`src/rtl/ncc_peak_tracker_if.sv`:
```
// Handshake/result bundle between the NCC PE array, the peak tracker and feature-matching control.
// The producer drives start/score_valid/acc_in; the tracker returns status and the best match.
interface ncc_peak_tracker_if #(
  parameter int N_ROWS = 16,
  parameter int ACC_W  = 8,
  parameter int WIN_W  = 16,
  parameter int WIN_H  = 16
);
  localparam int SUM_W = ACC_W + $clog2(N_ROWS);
  localparam int XW    = (WIN_W > 1) ? $clog2(WIN_W) : 1;
  localparam int YW    = (WIN_H > 1) ? $clog2(WIN_H) : 1;

  logic                           start;
  logic                           score_valid;
  logic [N_ROWS-1:0][ACC_W-1:0]   acc_in;
  logic                           busy;
  logic                           done;
  logic signed [SUM_W-1:0]        best_score;
  logic [XW-1:0]                  best_x;
  logic [YW-1:0]                  best_y;
  logic                           found;

  modport master (
    output start, score_valid, acc_in,
    input  busy, done, best_score, best_x, best_y, found
  );

  modport slave (
    input  start, score_valid, acc_in,
    output busy, done, best_score, best_x, best_y, found
  );
endinterface

```
`src/rtl/ncc_peak_tracker.sv`:
```
// Sums per-row NCC accumulators into a score (2 pipeline stages) and tracks the max over the search grid.
// done rises 2 edges after the last accepted score; no backpressure, scores are accepted whenever RUN.
module ncc_peak_tracker #(
  parameter int N_ROWS = 16,
  parameter int ACC_W  = 8,
  parameter int WIN_W  = 16,
  parameter int WIN_H  = 16,
  parameter logic signed [ACC_W+$clog2(N_ROWS)-1:0] THRESH = '0
) (
  input  logic              clk,
  input  logic              rst,
  ncc_peak_tracker_if.slave bus
);
  localparam int SUM_W = ACC_W + $clog2(N_ROWS);
  localparam int PW    = ACC_W + 2;
  localparam int NG    = N_ROWS / 4;
  localparam int XW    = (WIN_W > 1) ? $clog2(WIN_W) : 1;
  localparam int YW    = (WIN_H > 1) ? $clog2(WIN_H) : 1;
  localparam logic signed [SUM_W-1:0] SCORE_MIN = {1'b1, {(SUM_W-1){1'b0}}};

  typedef enum logic [1:0] {IDLE, RUN, DRAIN, DONE} state_t;
  state_t state, state_nxt;

  logic [XW-1:0]           x;
  logic [YW-1:0]           y;

  logic                    s1_vld;
  logic [NG-1:0][PW-1:0]   s1_part;
  logic [XW-1:0]           s1_x;
  logic [YW-1:0]           s1_y;

  logic                    s2_vld;
  logic signed [SUM_W-1:0] s2_total;
  logic [XW-1:0]           s2_x;
  logic [YW-1:0]           s2_y;

  logic signed [SUM_W-1:0] best_score;
  logic [XW-1:0]           best_x;
  logic [YW-1:0]           best_y;
  logic                    found;

  logic [NG-1:0][PW-1:0]   part;
  logic signed [SUM_W-1:0] total;
  logic signed [SUM_W-1:0] best_nxt;
  logic                    go, accept, last_acc, upd, drain_end;

  always_comb begin
    part = '0;
    for (int g = 0; g < NG; g++) begin
      for (int l = 0; l < 4; l++) begin
        part[g] = part[g] + PW'($signed(bus.acc_in[4*g+l]));
      end
    end
  end

  always_comb begin
    total = '0;
    for (int g = 0; g < NG; g++) begin
      total = total + SUM_W'($signed(s1_part[g]));
    end
  end

  assign go        = ((state == IDLE) || (state == DONE)) && bus.start;
  assign accept    = (state == RUN) && bus.score_valid;
  assign last_acc  = accept && (x == XW'(WIN_W - 1)) && (y == YW'(WIN_H - 1));
  // Strict compare so ties keep the earlier position.
  assign upd       = s2_vld && (s2_total > best_score);
  assign best_nxt  = upd ? s2_total : best_score;
  // Stage 1 empty in DRAIN means this edge retires the final score.
  assign drain_end = (state == DRAIN) && !s1_vld;

  always_comb begin
    state_nxt = state;
    unique case (state)
      IDLE:    if (go) state_nxt = RUN;
      RUN:     if (last_acc) state_nxt = DRAIN;
      DRAIN:   if (drain_end) state_nxt = DONE;
      DONE:    if (go) state_nxt = RUN;
      default: state_nxt = IDLE;
    endcase
  end

  always_ff @(posedge clk or posedge rst) begin
    if (rst) state <= IDLE;
    else     state <= state_nxt;
  end

  always_ff @(posedge clk or posedge rst) begin
    if (rst) begin
      x          <= '0;
      y          <= '0;
      s1_vld     <= 1'b0;
      s1_part    <= '0;
      s1_x       <= '0;
      s1_y       <= '0;
      s2_vld     <= 1'b0;
      s2_total   <= '0;
      s2_x       <= '0;
      s2_y       <= '0;
      best_score <= '0;
      best_x     <= '0;
      best_y     <= '0;
      found      <= 1'b0;
    end else if (go) begin
      x          <= '0;
      y          <= '0;
      s1_vld     <= 1'b0;
      s2_vld     <= 1'b0;
      best_score <= SCORE_MIN;
      best_x     <= '0;
      best_y     <= '0;
      found      <= 1'b0;
    end else begin
      s1_vld <= accept;
      if (accept) begin
        s1_part <= part;
        s1_x    <= x;
        s1_y    <= y;
        if (x == XW'(WIN_W - 1)) begin
          x <= '0;
          y <= (y == YW'(WIN_H - 1)) ? '0 : y + 1'b1;
        end else begin
          x <= x + 1'b1;
        end
      end

      s2_vld <= s1_vld;
      if (s1_vld) begin
        s2_total <= total;
        s2_x     <= s1_x;
        s2_y     <= s1_y;
      end

      if (upd) begin
        best_score <= s2_total;
        best_x     <= s2_x;
        best_y     <= s2_y;
      end

      if (drain_end) found <= (best_nxt >= THRESH);
    end
  end

  assign bus.busy       = (state == RUN) || (state == DRAIN);
  assign bus.done       = (state == DONE);
  assign bus.best_score = best_score;
  assign bus.best_x     = best_x;
  assign bus.best_y     = best_y;
  assign bus.found      = found;
endmodule
```
`src/flat_wrapper.sv`:
```
// flat-port wrapper written by rule: the top's interface ports become plain ports
module ncc_peak_tracker_flat 
#(
  parameter int N_ROWS = 16,
  parameter int ACC_W  = 8,
  parameter int WIN_W  = 16,
  parameter int WIN_H  = 16,
  parameter logic signed [ACC_W+$clog2(N_ROWS)-1:0] THRESH = '0
)
  (clk, rst, bus_start, bus_score_valid, bus_acc_in, bus_busy, bus_done, bus_best_score, bus_best_x, bus_best_y, bus_found);
  ncc_peak_tracker_if #(.N_ROWS(N_ROWS), .ACC_W(ACC_W), .WIN_W(WIN_W), .WIN_H(WIN_H)) bus_i ();
  input  logic clk;
  input  logic rst;
  input wire logic [$bits(bus_i.start)-1:0] bus_start;
  input wire logic [$bits(bus_i.score_valid)-1:0] bus_score_valid;
  input wire logic [$bits(bus_i.acc_in)-1:0] bus_acc_in;
  output wire logic [$bits(bus_i.busy)-1:0] bus_busy;
  output wire logic [$bits(bus_i.done)-1:0] bus_done;
  output wire logic [$bits(bus_i.best_score)-1:0] bus_best_score;
  output wire logic [$bits(bus_i.best_x)-1:0] bus_best_x;
  output wire logic [$bits(bus_i.best_y)-1:0] bus_best_y;
  output wire logic [$bits(bus_i.found)-1:0] bus_found;
  assign bus_i.start = bus_start;
  assign bus_i.score_valid = bus_score_valid;
  assign bus_i.acc_in = bus_acc_in;
  assign bus_busy = bus_i.busy;
  assign bus_done = bus_i.done;
  assign bus_best_score = bus_i.best_score;
  assign bus_best_x = bus_i.best_x;
  assign bus_best_y = bus_i.best_y;
  assign bus_found = bus_i.found;
  ncc_peak_tracker #(.N_ROWS(N_ROWS), .ACC_W(ACC_W), .WIN_W(WIN_W), .WIN_H(WIN_H), .THRESH(THRESH)) u_core (.clk(clk), .rst(rst), .bus(bus_i));
endmodule
```
`config.mk`:
```
export PLATFORM = sky130hd
export DESIGN_NAME = ncc_peak_tracker_flat
export DESIGN_NICKNAME = d
export VERILOG_FILES = /design/src/rtl/ncc_peak_tracker_if.sv /design/src/rtl/ncc_peak_tracker.sv /design/src/flat_wrapper.sv
export SDC_FILE = /design/constraint.sdc
export NUM_CORES = 1
export LEC_CHECK = 0
export CAP_MARGIN = 0
export CORE_MARGIN = 3
export CORE_UTILIZATION = 54
export DETAILED_ROUTE_END_ITERATION = 12
export PLACE_DENSITY = 0.82
export RECOVER_POWER = 25
export SYNTH_ARGS = -nofsm -noshare
export SYNTH_HDL_FRONTEND = slang
export SYNTH_SLANG_ARGS = --single-unit
```
`constraint.sdc`:
```
create_clock -name clk -period 4.3 [get_ports clk]
set_clock_uncertainty 0.15 [all_clocks]
set_input_delay 0.86 -clock clk [delete_from_list [all_inputs] [get_ports clk]]
set_output_delay 0.86 -clock clk [all_outputs]
set_load 0.1 [all_outputs]
```
After elaboration in Yosys (flattened, before gate mapping). Cells that the tools add are included.

Add/subtract/negate cells: 17. Magnitude comparators: 2. Eq/ne operators: 8. Mux-type cells: 21. Bitwise logic cells: 1. Reduce and logical (&&, ||, !) cells: 19.

Operators by type and width (number): $add A10 B10 Y10 (8); $mux W4 (11); $add A8 B8 Y9 (4); $mux W12 (2); $add A11 B10 Y12 (1); $add A12 B10 Y12 (1); $ge A12 B1 Y1 const B (1); $gt A12 B12 Y1 (1); $add A10 B10 Y11 (1); $add A4 B1 Y4 const B (2); $eq A4 B4 Y1 const B (2); $reduce_bool A2 Y1 (4); $logic_and A1 B1 Y1 (6); $mux W2 (3); $ne A2 B1 Y1 const B (3); $pmux W2 S3 (1); $reduce_and A2 Y1 (3); $eq A2 B2 Y1 const B (2); $mux W1 (4); $reduce_and A3 Y1 (1); $eq A2 B1 Y1 const B (1); $logic_not A2 Y1 (1); $logic_or A1 B1 Y1 (2); $reduce_or A2 Y1 (1); 2 further kinds (2).

Flip-flop bits (word level): 101. Input bits: 132. Output and inout bits: 23. Word-level logic and storage cells: 86.

Depth between registers and ports, before layout. Gate-level depths: netlist of run 1.

Word-level depth: 6. Mapped depth: 15. Mapped depth without buffers: 15.

Worst setup path after synthesis of run 1. OpenSTA, ideal clock, no wires.

Path type: input -> register. Start: in bus_acc_in[32]. End: reg u_core.s1_part[19] in the netlist's numbering. Setup time: 140 ps. Data arrival time: 4066 ps. Data required time: 4010 ps. Path slack: -56 ps. Cell stages on the path: 15. Path buffers: 0. Cells stage by stage: ha_1 -> fa_1 -> a21o_1 -> a21oi_1 -> o21bai_1 -> a21o_1 -> a2111oi_0 -> a21oi_1 -> fa_1 -> inv_1 -> ha_1 -> or3_1 -> a311oi_1 -> or3_1 -> a31oi_1.

Word-level cells in the longest chain between the ends: 3.

RTL lines: start, declared (RTL line flat_wrapper.sv:16) `input wire logic [$bits(bus_i.acc_in)-1:0] bus_acc_in;`; $add A8 B8 Y9 (RTL line ncc_peak_tracker.sv:51) `part[g] = part[g] + PW'($signed(bus.acc_in[4*g+l]));`; $add A10 B10 Y10 (2 in series) (RTL line ncc_peak_tracker.sv:51); end signal, assigned (RTL line ncc_peak_tracker.sv:116) `s1_part <= part;`; end, declared (RTL line ncc_peak_tracker.sv:28) `logic [NG-1:0][PW-1:0] s1_part;`.

Every way passes these cells. A chain may end at the register's enable or synchronous reset.

Final worst setup path of run 1.
Start: in bus_acc_in[98]. End: reg u_core.s1_part[39] in the netlist's numbering.

Same word-level chain as after synthesis.

==> summary.md, run 1 <==
| Metric | Value |
|---|---|
| Reg2reg start | `u_core.s1_part[1]` |
| Outcome | `complete, but fails checks` |
| Top post-synthesis cells by area | `dfrtp_1 29%, fa_1 15%, ha_1 13%, inv_1 5.0%, nand2_1 4.1%` |
| Row Count | `45` |
| TritonCTS clock tree | `built` |
| Clock Sinks | `101` |
| Largest net degree at the start of global routing | `67` |
| Starting Density | `55.81%` |
| Remaining Overflow, GRT | `0` |
| Total leakage power | `5.443 nW` |
| DRT Pass-1 Iters | `5` |
| Post-synthesis cell area | `8610 sq um` |
| H-tree Lvls | `3` |
| Count of cell types in the netlist | `61` |
| Setup-failing EPs final | `0` |
| First-pass GRT wire length | `32,420 microns` |
| Register-to-register setup slack | `0.88 ns` |
| Failing checks | `capacitance limit, slew limit` |
| Die Ht | `132.3 microns` |
| Ys Warns | `0` |
| Max-cap viol count | `1` |
| Post-Syn Area per Cell | `9.471 sq um` |
| Routability congestion estimate | `0.8303` |
| Clock root buffer | `clkbuf_16` |
| Worst skew pair latency | `0.34 ns` |
| Crit path max fanout | `3` |
| Initial antenna violation count | `0` |
| # DRC | `0` |
| Port bufs | `154` |
| Max_slew headroom | `-27.68%` |
| Post-Syn Instances | `909` |
| Min setup slack post-route | `0.1421 ns` |
| CP Data Required Time | `4.34 ns` |
| Min Tclk post-route | `4.158 ns` |
| CORE AREA | `15,430 sq um` |
| Starting DRC count in detailed routing | `372` |
| Chip width | `132.3 microns` |
| I/O pins | `155` |
| Layout Nets | `1,424` |
| Final wirelength | `19,210 microns` |
| Pre-CTS setup slack | `-0.6208 ns` |
| Synth Register Bits | `101` |
| Maximum buffer depth of the clock tree | `2` |
| Fin Setup TNS | `0 ns` |
| # diodes | `0` |
| Delay-heaviest family, CP | `adder cells` |
| # hold bufs at CTS | `0` |
| Layout cells sized above 1 | `14.91%` |
| CTS buffer count | `9` |
| Area of the die | `17,490 sq um` |
| Post-DRT Antenna Nets | `0` |
| Max Fclk | `240.5 MHz` |
| Worst flop-to-flop path endpoint | `u_core.s2_total[11]` |
| Layout Area Growth over Synthesis | `33.09%` |
| Crit path max-delay cell type | `fa_1` |
| Sequential area share after synthesis | `29.36%` |
| Max incr delay on CP | `0.51 ns` |
| IR Drop Worst-Case VDD | `0.6927 mV` |
| Post-DP HPWL | `15,390 microns` |
| CP startpoint | `bus_acc_in[98]` |
| Syn nets | `1,198` |
| RSZ-0062 raised after global routing | `false` |
| GRT Total Usage | `21.92%` |
| Worst path arrival time | `4.20 ns` |
| Clock-pin slew on the worst setup and hold paths | `0.07 ns` |
| Post-synth EDFFs | `0` |
| Worst-margin pin slew | `1.905 ns` |
| CP Capture Type | `flip-flop` |
| Vias in the first global route | `7,406` |
| WS Path Type | `input port to flip-flop` |
| Power Density | `744.9 nW/um^2` |
| Ys flop type | `dfrtp_1` |
| HP Class | `flip-flop to flip-flop` |
| Post-synth ARST share | `100.0%` |
| Startpoint Class | `input port` |
| Share of the synthesized area in the top cell type | `29.36%` |
| Final Hold Viols | `0` |
| CP most frequent cell | `ha_1` |
| Setup crit end | `u_core.s1_part[39]` |
| Cell taking the most area after synthesis | `dfrtp_1` |
| Max-slew violation count | `45` |
| WP depth | `14` |
| WP buf/inv | `2` |
| CP Cell Sequence | `clkdlybuf4s50_1, ha_1, a21oi_2, nor2b_1, o21a_1, o41ai_2, xor2_1, fa_1, inv_1, ha_1, or3_4, a311oi_2, or3_1, a31oi_1` |
| DR WL/cell | `14.22 microns` |
| Tcrit/Tclk final | `96.70%` |
| Worst-case reg-to-reg path depth | `13` |
| Via count | `7,250` |
| Drt via density | `5.366` |
[routing by layer]
metal / part of all wire (%) / vias to the layer above / GRT usage, %
li1: - / 3540 / -
met2: 53 / 187 / 40.99
met5: 0 / - / 0
met3: 4.0 / 35 / 2.939
met1: 41 / 3488 / 26.82
met4: 1.7 / 0 / 5.196
[worst reg2reg max path: cells and delay by family, from the launching register on]
| kind | cells | cell delay (ns) |
|---|---|---|
| AO/OA/AOI/OAI | 4 | 0.73 |
| XOR/XNOR | 1 | 0.17 |
| adder cells (fa/ha/maj) | 4 | 1.55 |
| buffers and inverters | 3 | 0.19 |
| flip-flops | 1 | 0.33 |
| AND/OR/NAND/NOR | 1 | 0.17 |
[area by class of cell]
type                    count  area [sq um]
multi-input cells         668          5718
fillers                  1105          3969
flip-flops and latches    101          2527
repair buffers            240          2222
inverters                 115         432.9
well taps                 211         264.0
clock buffers              10         239.0
clock inverters             6         55.05
[cell usage in the layout, fill, tap and decap left out, types with 4 or more instances in the layout]
cell             netlist  routed
clkbuf_16              0       9
a21o_1                15      15
nor2b_1               10      10
mux2_2                10      10
o21ai_0               64      55
nand3_1               28      28
a21oi_2                1       8
dfrtp_1              101     101
o21ai_2                2       6
o21a_1                 9       9
nand2b_1               7       7
ha_2                   0       6
ha_1                  92      84
nand3b_1               4       4
buf_4                  0      85
dlymetal6s2s_1         0      15
xor2_1                21      21
xnor2_1               36      36
o21bai_1              10       9
and2_1                 6       6
a311oi_1              12       6
nand2_1               94      93
fa_1                  65      61
a21oi_1               58      51
a31oi_1               10       8
fa_2                   0       4
or3_1                 14      12
nor3b_1                5       5
inv_1                114     113
o21ai_1               10      15
clkdlybuf4s50_1        0     135
nor2_1                35      34
a311oi_2               0       6
nor3_1                 7       7
[synth_stat cells, types with 4 or more instances]
library cell	instances
inv_1	114
dfrtp_1	101
nand2_1	94
ha_1	92
fa_1	65
o21ai_0	64
a21oi_1	58
xnor2_1	36
nor2_1	35
nand3_1	28
xor2_1	21
clkbuf_1	18
a21o_1	15
or3_1	14
a311oi_1	12
a31oi_1	10
mux2_2	10
nor2b_1	10
o21ai_1	10
o21bai_1	10
o21a_1	9
nand2b_1	7
nor3_1	7
and2_1	6
nor3b_1	5
o41ai_1	5
nand3b_1	4
[where the power goes]
group          internal (mW)  total [mW]  switching (mW)
sequential              1.35        1.66           0.308
clock                  0.420       0.790           0.370
combinational           2.65        6.09            3.44
[registers in the layout, summed over array words and instances (netlist names), 4 cells and up]
signal / cells
u_core.bus.best_score: 12
u_core.bus.best_x: 4
u_core.bus.best_y: 4
u_core.s1_part: 40
u_core.s1_x: 4
u_core.s1_y: 4
u_core.s2_total: 12
u_core.s2_x: 4
u_core.s2_y: 4
u_core.x: 4
u_core.y: 4
[cells by family (layout without fill, tap and decap cells)]
| logic type | after synthesis | in the layout | share of synthesized area (%) |
|---|---|---|---|
| AOI/OAI and AO/OA | 218 | 218 | 15.90 |
| xor gates and xnor gates | 57 | 57 | 5.799 |
| adders and majority gates | 157 | 157 | 28.48 |
| buffers and inverters | 140 | 371 | 6.467 |
| DFF | 101 | 101 | 29.36 |
| muxes | 12 | 12 | 1.541 |
| and+or+nand+nor | 224 | 224 | 12.45 |
[metrics by stage]
step / hold WS [ns] / total power, mW / cell area [sq um] / util, % / instances
finish: 0.3352 / 8.535 / 11460 / 74.27 / 1351
detailed placement: 0.3168 / 7.535 / 10890 / 70.58 / 1325
floorplan: 0.2919 / 6.038 / 8622 / - / 909
global route: 0.3646 / 9.357 / 11460 / 74.27 / 1351
global placement: 0.3084 / 7.300 / 10890 / 70.58 / 1325
CTS: 0.3324 / 8.468 / 11270 / 73.03 / 1344
[how the worst min path moves through the flow]
stage	cells past startpoint	startpoint	to
2_1_floorplan	2	u_core.s1_x[3]	u_core.s1_x[3]
3_3_place_gp	2	u_core.s1_x[0]	u_core.s1_x[0]
3_5_place_dp	2	u_core.s1_x[3]	u_core.s1_x[3]
4_1_cts	2	u_core.s1_x[3]	u_core.s1_x[3]
5_1_grt	2	u_core.s1_y[2]	u_core.s1_y[2]
6_report	2	u_core.s1_y[2]	u_core.s1_y[2]
[timing repair]
action                                 in CTS  in global routing
pin swaps                                  22                 54
resized for setup                          20                 48
setup endpoints to repair                  10                 12
endpoints found under the hold margin       0                  0
setup buffers                               3                  7
Power figures use the tool's default switching activity.
==> inputs of run 2 (changes only) <==
Settings changed: CORE_UTILIZATION 54 to 65, DONT_BUFFER_PORTS set to 1, PLACE_DENSITY 0.82 to 0.81.
==> run 2 against run 1 <==
Net effect:
- the run still ends with capacitance limit, slew limit left
- core utilization decreased by 1.8 points
- total power decreased by 7.1%
- die area decreased by 16%
- global-route usage increased by 2.0 points
- critical endpoint is now u_core.s1_part[19]
- sequential cell count unchanged
- cell area decreased by 19%
- critical path depth increased by 1
- count of clock-buffer cells in the layout unchanged
==> summary.md, run 2 (synthesis gave the netlist of run 1 again) <==
| Metric | Value |
|---|---|
| Outcome | `complete, but fails checks` |
| Failing checks | `capacitance limit, slew limit` |
| DR WL/cell | `15.18 microns (+6.8%)` |
| Max-cap viol count | `2 (+1)` |
| Max reg flops | `40 (unchanged)` |
| Total leakage power | `4.429 nW (-19%)` |
| Final wirelength | `16,750 microns (-13%)` |
| CP Cell Sequence | `ha_1, fa_2, a21o_1, a21oi_2, o21bai_1, a21o_1, a2111oi_4, a21oi_1, fa_1, inv_1, ha_1, or3_1, a311oi_2, o21ai_0, a31oi_1` |
| CTS buffer count | `9 (unchanged)` |
| DP Area | `8950 sq um (-18%)` |
| Crit path max fanout | `2 (-1)` |
| Reg2reg start | `u_core.s1_part[1]` |
| Area of the die | `14,660 sq um (-16%)` |
| Starting DRC count in detailed routing | `293 (-21%)` |
| Vias in the first global route | `6,397 (-14%)` |
| Maximum buffer depth of the clock tree | `2 (unchanged)` |
| I/O pins | `155 (unchanged)` |
| HP Start | `u_core.s1_x[3]` |
| Largest regs | `u_core.s1_part x40, u_core.bus.best_score x12, u_core.s2_total x12` |
| GRT Total Usage | `23.90% (+2.0 points)` |
| Final Instance Area | `9263 sq um (-19%)` |
| Crit path max-delay cell type | `fa_1` |
| Fin Setup TNS | `0 ns (unchanged)` |
| Starting Density | `67.40% (+12 points)` |
| Worst flop-to-flop path endpoint | `u_core.s2_total[11]` |
| Worst path arrival time | `4.21 ns (about the same)` |
| DRT Pass-1 Iters | `4 (-1)` |
| Setup-failing EPs final | `0 (unchanged)` |
| Commonest non-fill, non-tap cell in the layout | `inv_1` |
| Clock-pin slew on the worst setup and hold paths | `0.07 ns (about the same)` |
| Total power | `7.932 mW (-7.1%)` |
| Worst-margin pin slew | `1.807 ns (-0.09815 ns)` |
| Final Hold Viols | `0 (unchanged)` |
| Remaining Overflow, GRT | `0 (unchanged)` |
| Chip width | `121.1 microns (-8.4%)` |
| Routability congestion estimate | `0.8735 (+5.2%)` |
| Max_slew headroom | `-20.44% (+7.2 points)` |
| Register area | `2527 sq um (unchanged)` |
| Max Fclk | `244.6 MHz (+1.7%)` |
| Power Density | `856.4 nW/um^2 (+15%)` |
| Layout cells sized above 1 | `8.163% (-6.7 points)` |
| H-tree Lvls | `3 (unchanged)` |
| Largest net degree at the start of global routing | `68 (+1.5%)` |
| WP buf/inv | `1 (-1)` |
| Fill count | `980 (-11%)` |
| Startpoint Class | `input port` |
| Post-DP HPWL | `13,570 microns (-12%)` |
| CP Data Required Time | `4.42 ns (+0.08 ns)` |
| Max incr delay on CP | `0.52 ns (about the same)` |
| First-pass GRT wire length | `28,610 microns (-12%)` |
| Clock root buffer | `clkbuf_16` |
| Delay-heaviest family, CP | `compound AO/OA/AOI/OAI gates` |
| TritonCTS clock tree | `built` |
| Die Ht | `121.1 microns (-8.4%)` |
| Register-to-register setup slack | `0.83 ns (-0.05 ns)` |
| Drt via density | `5.707 (+6.4%)` |
| Worst Hold Depth | `2 (unchanged)` |
| Worst-case reg-to-reg path depth | `13 (unchanged)` |
| Worst skew pair latency | `0.35 ns (about the same)` |
| Clock Sinks | `101 (unchanged)` |
| Largest Register | `u_core.s1_part` |
| HP Class | `flip-flop to flip-flop` |
| Initial antenna violation count | `0 (unchanged)` |
| Max-slew violation count | `103 (+130%)` |
| Multi-input gate area | `5559 sq um (-2.8%)` |
| Layout Nets | `1,215 (-15%)` |
| Layout Area Growth over Synthesis | `7.586%` |
| Post-CTS setup repair buffer count | `0 (-3)` |
| WS Path Type | `input port to flip-flop` |
| IR Drop Worst-Case VDD | `0.6041 mV (-13%)` |
| CP Capture Type | `flip-flop` |
| Hold Path End | `u_core.s1_x[3]` |
| Via count | `6,295 (-13%)` |
| Row Count | `41 (-8.9%)` |
| Port bufs | `0 (-100%)` |
| Tcrit/Tclk final | `95.09% (-1.6 points)` |
| RSZ-0062 raised after global routing | `false` |
| Min Tclk post-route | `4.089 ns (-0.06909 ns)` |
| # diodes | `0 (unchanged)` |
| Post-DRT Antenna Nets | `0 (unchanged)` |
| CORE AREA | `12,770 sq um (-17%)` |
| # DRC | `0 (unchanged)` |
| Most frequent cells in the layout | `113 x inv_1, 101 x dfrtp_1, 93 x nand2_1` |
## run 2: worst max path at each step
stage,from,cells past startpoint,slack (ns),end
after detailed placement,bus_acc_in[32],15,-0.17,u_core.s1_part[19]
after CTS,bus_acc_in[32],15,0.19,u_core.s1_part[19]
after global routing,bus_acc_in[32],15,0.02,u_core.s1_part[19]
after global placement,bus_acc_in[32],15,-0.04,u_core.s1_part[19]
after floorplan,bus_acc_in[32],15,0.02,u_core.s1_part[19]
final,bus_acc_in[32],15,0.21,u_core.s1_part[19]
## run 2: cell type report
cell class | count | area share [%]
clock buffers | 10 | 2.580
clock inverters | 6 | 0.6754
inverters | 115 | 4.674
multi-input cells | 668 | 60.02
flip-flops and latches | 101 | 27.29
well taps | 172 | 2.323
repair buffers | 31 | 2.445
## run 2: where the power goes
| part | internal, mW | switching, mW | total (mW) | leakage (nW) |
|---|---|---|---|---|
| sequential | 1.35 | 0.443 | 1.79 | 1.26 |
| clock | 0.425 | 0.382 | 0.807 | 0.149 |
| combinational | 2.23 | 3.11 | 5.34 | 3.02 |
| total | 4.00 | 3.93 | 7.93 | 4.43 |
## run 2: worst reg2reg max path, stage by stage (launching register included)
cell	delay, ns
dfrtp_1	0.33
inv_1	0.08
fa_1	0.60
fa_1	0.42
inv_1	0.07
ha_1	0.17
inv_1	0.06
fa_1	0.38
nand2b_1	0.18
a21oi_1	0.28
o31ai_1	0.15
o21ai_0	0.22
xnor2_1	0.17
o21ai_0	0.09
## run 2: per-stage QoR
step / worst slack [ns] / hold slack, ns / utilization (%) / std cells
after floorplan: 0.02054 / 0.2919 / - / 909
after global placement: -0.03630 / 0.3051 / 70.07 / 1087
after detailed placement: -0.1670 / 0.3171 / 70.07 / 1087
after CTS: 0.1942 / 0.3355 / 72.43 / 1103
after global routing: 0.01717 / 0.3540 / 72.51 / 1103
final: 0.2112 / 0.3378 / 72.51 / 1103
## run 2: metal layers
| layer | GRT usage (%) | part of all wire (%) | vias to the layer above | wire length [microns] |
|---|---|---|---|---|
| li1 | - | - | 3126 | - |
| met4 | 8.499 | 2.8 | 0 | 462 |
| met2 | 40.78 | 50 | 134 | 8435 |
| met3 | 4.289 | 4.4 | 36 | 735 |
| met5 | 0 | 0 | - | 0 |
| met1 | 30.67 | 42 | 2999 | 7115 |
## run 2: repair_timing
action	in CTS	in global routing
gates resized for setup	0	2
hold endpoints to repair	0	0
hold buffers	0	0
setup endpoints to repair	0	1
